## src/rtl/lut_interp_pkg.sv

```systemverilog
// Shared definitions for the breakpoint-table interpolation controller:
// default table geometry and the controller state encoding.
package lut_interp_pkg;

    localparam int DEF_DATA_WIDTH = 16;
    localparam int DEF_NUM_POINTS = 8;
    localparam int DEF_ADDR_W     = $clog2(DEF_NUM_POINTS);

    typedef enum logic [1:0] {
        IDLE    = 2'd0,
        SEARCH  = 2'd1,
        COMPUTE = 2'd2,
        DONE    = 2'd3
    } state_e;

endpackage

```

## src/rtl/linear_interpolation.sv

```systemverilog
// Combinational linear interpolation between (x0,y0) and (x1,y1) at x.
// All values unsigned DATA_WIDTH; y may fall or rise across the segment.
//   x0, y0, x1, y1 : segment end points
//   x              : abscissa, expected inside [x0, x1]
//   y              : interpolated ordinate, truncated toward y0
module linear_interpolation #(
    parameter int DATA_WIDTH = 16
) (
    input  logic [DATA_WIDTH-1:0] x0,
    input  logic [DATA_WIDTH-1:0] y0,
    input  logic [DATA_WIDTH-1:0] x1,
    input  logic [DATA_WIDTH-1:0] y1,
    input  logic [DATA_WIDTH-1:0] x,
    output logic [DATA_WIDTH-1:0] y
);

    localparam int PW = 2 * DATA_WIDTH;

    logic [DATA_WIDTH-1:0] dy;
    logic [DATA_WIDTH-1:0] dx;
    logic [DATA_WIDTH-1:0] span;
    logic [PW-1:0]         prod;
    logic [DATA_WIDTH-1:0] step;
    logic                  rising;

    always_comb begin
        rising = (y1 >= y0);
        dy     = rising ? (y1 - y0) : (y0 - y1);
        dx     = x - x0;
        span   = x1 - x0;
        prod   = {{DATA_WIDTH{1'b0}}, dy} * {{DATA_WIDTH{1'b0}}, dx};
        step   = '0;
        y      = y0;
        // A zero-width segment has no slope: answer y0 rather than divide.
        // Out-of-segment x saturates to the nearer end point.
        if ((x1 == x0) || (x <= x0)) begin
            y = y0;
        end else if (x >= x1) begin
            y = y1;
        end else begin
            step = DATA_WIDTH'(prod / {{DATA_WIDTH{1'b0}}, span});
            y    = rising ? (y0 + step) : (y0 - step);
        end
    end

endmodule

```

## src/rtl/lut_interp_ctrl.sv

```systemverilog
// Piecewise-linear lookup: NUM_POINTS programmable (x,y) breakpoints, one
// query in flight at a time, linear scan of segments then one interpolation.
//
//   state   | meaning
//   IDLE    | in_ready=1, table writable, waiting for a query
//   SEARCH  | scanning one breakpoint per cycle for the segment holding xc
//   COMPUTE | interpolating on segment idx, result registered into out_y
//   DONE    | out_valid=1, result held until out_ready
//
// Ports:
//   clk, rst_n                       clock, async active-low reset
//   cfg_we/cfg_addr/cfg_x/cfg_y      breakpoint write (honoured in IDLE only)
//   cfg_busy                         writes are being dropped
//   in_valid/in_ready/in_x           query handshake
//   out_valid/out_ready/out_y        result handshake
//   out_clamped                      query fell outside the table x range
module lut_interp_ctrl
    import lut_interp_pkg::*;
#(
    parameter int DATA_WIDTH = DEF_DATA_WIDTH,
    parameter int NUM_POINTS = DEF_NUM_POINTS,
    localparam int ADDR_W    = $clog2(NUM_POINTS)
) (
    input  logic                  clk,
    input  logic                  rst_n,
    input  logic                  cfg_we,
    input  logic [ADDR_W-1:0]     cfg_addr,
    input  logic [DATA_WIDTH-1:0] cfg_x,
    input  logic [DATA_WIDTH-1:0] cfg_y,
    output logic                  cfg_busy,
    input  logic                  in_valid,
    output logic                  in_ready,
    input  logic [DATA_WIDTH-1:0] in_x,
    output logic                  out_valid,
    input  logic                  out_ready,
    output logic [DATA_WIDTH-1:0] out_y,
    output logic                  out_clamped
);

    localparam logic [ADDR_W-1:0] LAST_SEG = ADDR_W'(NUM_POINTS - 2);

    state_e                state_q, state_d;
    logic [ADDR_W-1:0]     idx_q, idx_d;
    logic [DATA_WIDTH-1:0] xc_q, xc_d;
    logic                  clamped_q, clamped_d;
    logic [DATA_WIDTH-1:0] out_y_q, out_y_d;
    logic                  out_clamped_q, out_clamped_d;
    logic [DATA_WIDTH-1:0] tbl_x_q [NUM_POINTS];
    logic [DATA_WIDTH-1:0] tbl_x_d [NUM_POINTS];
    logic [DATA_WIDTH-1:0] tbl_y_q [NUM_POINTS];
    logic [DATA_WIDTH-1:0] tbl_y_d [NUM_POINTS];

    // A write arriving on the same edge as a query is parked here and lands
    // when that query retires, so the whole query sees the old table.
    logic                  pend_we_q, pend_we_d;
    logic [ADDR_W-1:0]     pend_addr_q, pend_addr_d;
    logic [DATA_WIDTH-1:0] pend_x_q, pend_x_d;
    logic [DATA_WIDTH-1:0] pend_y_q, pend_y_d;

    logic [ADDR_W-1:0]     idx_nxt;
    logic                  cfg_addr_ok;
    logic [DATA_WIDTH-1:0] x_lo;
    logic [DATA_WIDTH-1:0] x_hi;
    logic [DATA_WIDTH-1:0] interp_y;

    assign idx_nxt     = idx_q + 1'b1;
    assign cfg_addr_ok = (int'(cfg_addr) < NUM_POINTS);
    assign x_lo        = tbl_x_q[0];
    assign x_hi        = tbl_x_q[NUM_POINTS-1];

    assign cfg_busy    = (state_q != IDLE);
    assign in_ready    = (state_q == IDLE);
    assign out_valid   = (state_q == DONE);
    assign out_y       = out_y_q;
    assign out_clamped = out_clamped_q;

    linear_interpolation #(
        .DATA_WIDTH (DATA_WIDTH)
    ) u_interp (
        .x0 (tbl_x_q[idx_q]),
        .y0 (tbl_y_q[idx_q]),
        .x1 (tbl_x_q[idx_nxt]),
        .y1 (tbl_y_q[idx_nxt]),
        .x  (xc_q),
        .y  (interp_y)
    );

    always_comb begin
        state_d       = state_q;
        idx_d         = idx_q;
        xc_d          = xc_q;
        clamped_d     = clamped_q;
        out_y_d       = out_y_q;
        out_clamped_d = out_clamped_q;
        pend_we_d     = pend_we_q;
        pend_addr_d   = pend_addr_q;
        pend_x_d      = pend_x_q;
        pend_y_d      = pend_y_q;
        tbl_x_d       = tbl_x_q;
        tbl_y_d       = tbl_y_q;

        case (state_q)
            IDLE: begin
                if (in_valid) begin
                    state_d = SEARCH;
                    idx_d   = '0;
                    if (in_x < x_lo) begin
                        xc_d      = x_lo;
                        clamped_d = 1'b1;
                    end else if (in_x > x_hi) begin
                        xc_d      = x_hi;
                        clamped_d = 1'b1;
                    end else begin
                        xc_d      = in_x;
                        clamped_d = 1'b0;
                    end
                    if (cfg_we && cfg_addr_ok) begin
                        pend_we_d   = 1'b1;
                        pend_addr_d = cfg_addr;
                        pend_x_d    = cfg_x;
                        pend_y_d    = cfg_y;
                    end
                end else if (cfg_we && cfg_addr_ok) begin
                    tbl_x_d[cfg_addr] = cfg_x;
                    tbl_y_d[cfg_addr] = cfg_y;
                end
            end
            SEARCH: begin
                // The last segment also catches xc == tbl_x[N-1].
                if ((xc_q < tbl_x_q[idx_nxt]) || (idx_q == LAST_SEG)) begin
                    state_d = COMPUTE;
                end else begin
                    idx_d = idx_nxt;
                end
            end
            COMPUTE: begin
                out_y_d       = interp_y;
                out_clamped_d = clamped_q;
                state_d       = DONE;
            end
            DONE: begin
                if (out_ready) begin
                    state_d = IDLE;
                    if (pend_we_q) begin
                        tbl_x_d[pend_addr_q] = pend_x_q;
                        tbl_y_d[pend_addr_q] = pend_y_q;
                        pend_we_d            = 1'b0;
                    end
                end
            end
            default: state_d = IDLE;
        endcase
    end

    always_ff @(posedge clk or negedge rst_n) begin
        if (!rst_n) begin
            state_q       <= IDLE;
            idx_q         <= '0;
            xc_q          <= '0;
            clamped_q     <= 1'b0;
            out_y_q       <= '0;
            out_clamped_q <= 1'b0;
            pend_we_q     <= 1'b0;
            pend_addr_q   <= '0;
            pend_x_q      <= '0;
            pend_y_q      <= '0;
            tbl_x_q       <= '{default: '0};
            tbl_y_q       <= '{default: '0};
        end else begin
            state_q       <= state_d;
            idx_q         <= idx_d;
            xc_q          <= xc_d;
            clamped_q     <= clamped_d;
            out_y_q       <= out_y_d;
            out_clamped_q <= out_clamped_d;
            pend_we_q     <= pend_we_d;
            pend_addr_q   <= pend_addr_d;
            pend_x_q      <= pend_x_d;
            pend_y_q      <= pend_y_d;
            tbl_x_q       <= tbl_x_d;
            tbl_y_q       <= tbl_y_d;
        end
    end

endmodule

```

## config.mk

```make
export PLATFORM = sky130hd
export DESIGN_NAME = lut_interp_ctrl
export DESIGN_NICKNAME = d
export VERILOG_FILES = /design/src/rtl/lut_interp_pkg.sv /design/src/rtl/linear_interpolation.sv /design/src/rtl/lut_interp_ctrl.sv
export SDC_FILE = /design/constraint.sdc
export NUM_CORES = 2
export LEC_CHECK = 0
export CORE_MARGIN = 2
export CORE_UTILIZATION = 60
export DETAILED_ROUTE_END_ITERATION = 6
export PLACE_DENSITY_LB_ADDON = 0.2
export REMOVE_ABC_BUFFERS = 1
export SETUP_SLACK_MARGIN = 0.15
export SKIP_CTS_REPAIR_TIMING = 1
export SYNTH_ARGS = -nofsm -noshare
export SYNTH_HDL_FRONTEND = slang
export SYNTH_SLANG_ARGS = --single-unit
```

## constraint.sdc

```tcl
create_clock -name clk -period 113.9 [get_ports clk]
set_input_delay 17.085 -clock clk [delete_from_list [all_inputs] [get_ports clk]]
set_output_delay 17.085 -clock clk [all_outputs]
set_load 0.02 [all_outputs]
```

==> flow_summary.toml <==
[drt]
routed_via_density = 6.77
drt_pre_antenna_iters = 7
wl_mm = 186
wl_per_cell_um = 23.7
drt_iter0_drc = 5026
drc = 0
ant_nets = 0
vias = 53000

[global_routing]
grt_use_met2_pct = 62.6
antenna_found_initial = 0
grt_use_met3_pct = 7.02
grt_max_degree = 120
grt-busiest-layer = "met2"
grt_pass1_wl_mm = 286
overflow = 0
track_usage_pct = 38.5
grt_pass1_vias = 51200
use_met1_pct = 49.0

[setup_path]
startpoint_type = "flop"
cp_common_cell = "o21a_1"
max_stage_delay_ns = 0.56
required_ns = 114.40
cp_max_fo = 39
arrival_ns = 107.91
end_kind = "flop"
ff2ff_path_depth = 537
cp_slowest_cell = "fa_1"
worstSetupPathType = "reg -> reg"

[logic_synthesis]
ys_top_cells_by_count = "764 x nand2_1, 628 x ha_1, 573 x nor2_1"
postSynthAreaPerCell_sq_um = 8.20
ys_ff_latch = 331
post-synth-top-count-cell = "nand2_1"
netlist_area_sq_um = 54400
synth_edf_count = 0
async_reset_ff_share_pct = 100
yosysSeqAreaShare_pct = 15.2
synth_ff_type = "dfrtp_1"
synth_area_leaders = "dfrtp_1 15%, ha_1 14%, fa_1 7.3%"
synthDistinctLibCells = 130
synth_cells = 6627
yosysWarningCount = 0
synth_top_area_share_pct = 15.2
synth_top_area_cell = "dfrtp_1"

[layout]
final_nets = 7513
fin_util_pct = 65.6
diodes = 0
design_area_sq_um = 59000
syn_to_final_growth_pct = 8.43
drive_above_1_share_pct = 12.3

[clock_tree]
cts_root_buf = "clkbuf_16"
cts_buffers = 31
cts_buffer_depth = 3
clock_latency_ns = 0.62
cts_max_level = 1
numClockSinks = 331
cts_tree = "yes"
path_clk_slew_ns = 0.07

[timing]
setup_viol = 0
fin_skew_ns = 0.0386
fmax_mhz = 9.31
timing.hold.ws_ns = 0.502
worst_pin_slew_ns = 1.23
final_hold_viol_count = 0
slew_headroom_pct = 17.4
min_period_ns = 107.41
period_share_pct = 94.3
drv_slew = 0

[die]
initial_core_util_pct = 60.5
ioPinCount = 76
dieArea_sq_um = 93000
die_w_um = 305
die_y_um = 305
core.rowCount = 110
core_area_sq_um = 89900

[run]
drv_cap = 0

[min_path]
hold_path_depth = 2
hold_class = "reg -> reg"

[placed_design]
dp_hpwl_mm = 134
place_area_sq_um = 56700
portBuffers = 75
gp_congestion = 1.01

[run_status]
status = "finished clean"
final timing paths:
kind	from	end	slack, ns
worst min register to register	tbl_y_q[116]$_DFFE_PN0P_	tbl_y_q[116]$_DFFE_PN0P_	0.50
max in group asynchronous	rst_n	pend_x_q[4]$_DFFE_PN0P_	94.83
min in group asynchronous	rst_n	pend_we_q$_DFFE_PN0P_	16.53
worst min-delay path	tbl_y_q[116]$_DFFE_PN0P_	tbl_y_q[116]$_DFFE_PN0P_	0.50
worst max-delay path	idx_q[0]$_DFFE_PN0P_	out_y[15]$_DFFE_PN0P_	6.49
worst max register to register	idx_q[0]$_DFFE_PN0P_	out_y[15]$_DFFE_PN0P_	6.49
sequential cells by signal, summed over array words and instances (netlist names):
name	flops
out_clamped	1
x_lo	16
out_y	16
idx_q	3
tbl_x_q	96
xc_q	16
tbl_y_q	128
clamped_q	1
x_hi	16
pend_x_q	16
pend_addr_q	3
state_q	2
pend_y_q	16
pend_we_q	1
placed cells by master (no fill, tap or decap), types with 12 or more instances in the layout:
cell type,netlist,routed
o31ai_1,125,122
xor2_1,90,88
and3_1,33,30
o21ai_1,23,23
a21o_1,129,128
a21oi_1,353,325
o21ai_0,475,461
o21bai_1,31,30
a21oi_2,3,29
nor3_1,249,243
o31a_1,13,13
a211o_1,12,12
ha_1,628,621
a32oi_1,25,25
mux2_2,142,142
o211ai_1,30,30
o22a_1,214,213
nand4_1,37,37
nand3_1,65,63
nor2b_1,58,56
clkbuf_16,0,34
fa_1,199,199
clkdlybuf4s50_1,0,74
or3_1,45,41
or2_2,56,56
o21a_1,228,227
a211oi_1,50,44
o22ai_1,32,30
and2_1,44,41
inv_1,383,383
mux4_2,128,128
xnor2_1,180,170
dfrtp_1,331,329
nand2b_1,86,85
buf_4,4,179
mux2i_1,97,96
nor2_1,573,561
nand2_1,764,759
nand3b_1,12,12
a31oi_1,42,38
kinds of logic after synthesis:
family	Yosys count	synth area share [%]
mux	372	10.2
xor+xnor	273	4.46
buf+inv	693	4.92
flops	331	15.2
compound gates	2011	25.4
simple gates	2120	18.1
fa+ha+maj	827	21.8
cell type report:
type                            instances  area [sq um]
Clock buffer                           44           915
Timing Repair Buffer                  274          2440
Sequential cell                       331          8290
Clock inverter                         10           126
Fill cell                            7635         30900
Multi-Input combinational cell       5605         44300
Inverter                              387          1450
Tap cell                             1176          1470
metal layers:
| layer | vias to the layer above | wire length (um) |
|---|---|---|
| met4 | 0 | 11200 |
| li1 | 24300 | - |
| met1 | 25200 | 73100 |
| met3 | 729 | 17600 |
| met5 | - | 0 |
| met2 | 2762 | 83800 |
worst max-delay path, delay by kind of cell (launching register included):
kind,cells,cell delay [ns]
compound gates,318,61.02
xor+xnor,3,0.74
buf+inv,37,5.52
fa+ha+maj,42,14.19
flops,1,0.48
mux,10,3.43
simple gates,127,21.76
stage by stage:
stage | setup slack [ns] | cells | setup TNS [ns]
2_1_floorplan | -4.70 | 6321 | -57.65
3_3_place_gp | 1.24 | 7712 | 0
3_5_place_dp | -2.03 | 7712 | -13.02
4_1_cts | -2.39 | 7766 | -17.88
5_1_grt | -0.336 | 7827 | -0.471
6_report | 6.49 | 7827 | 0
Power is not shown: default switching activity piles up to over one toggle a cycle in this logic, so the estimate is an artifact.
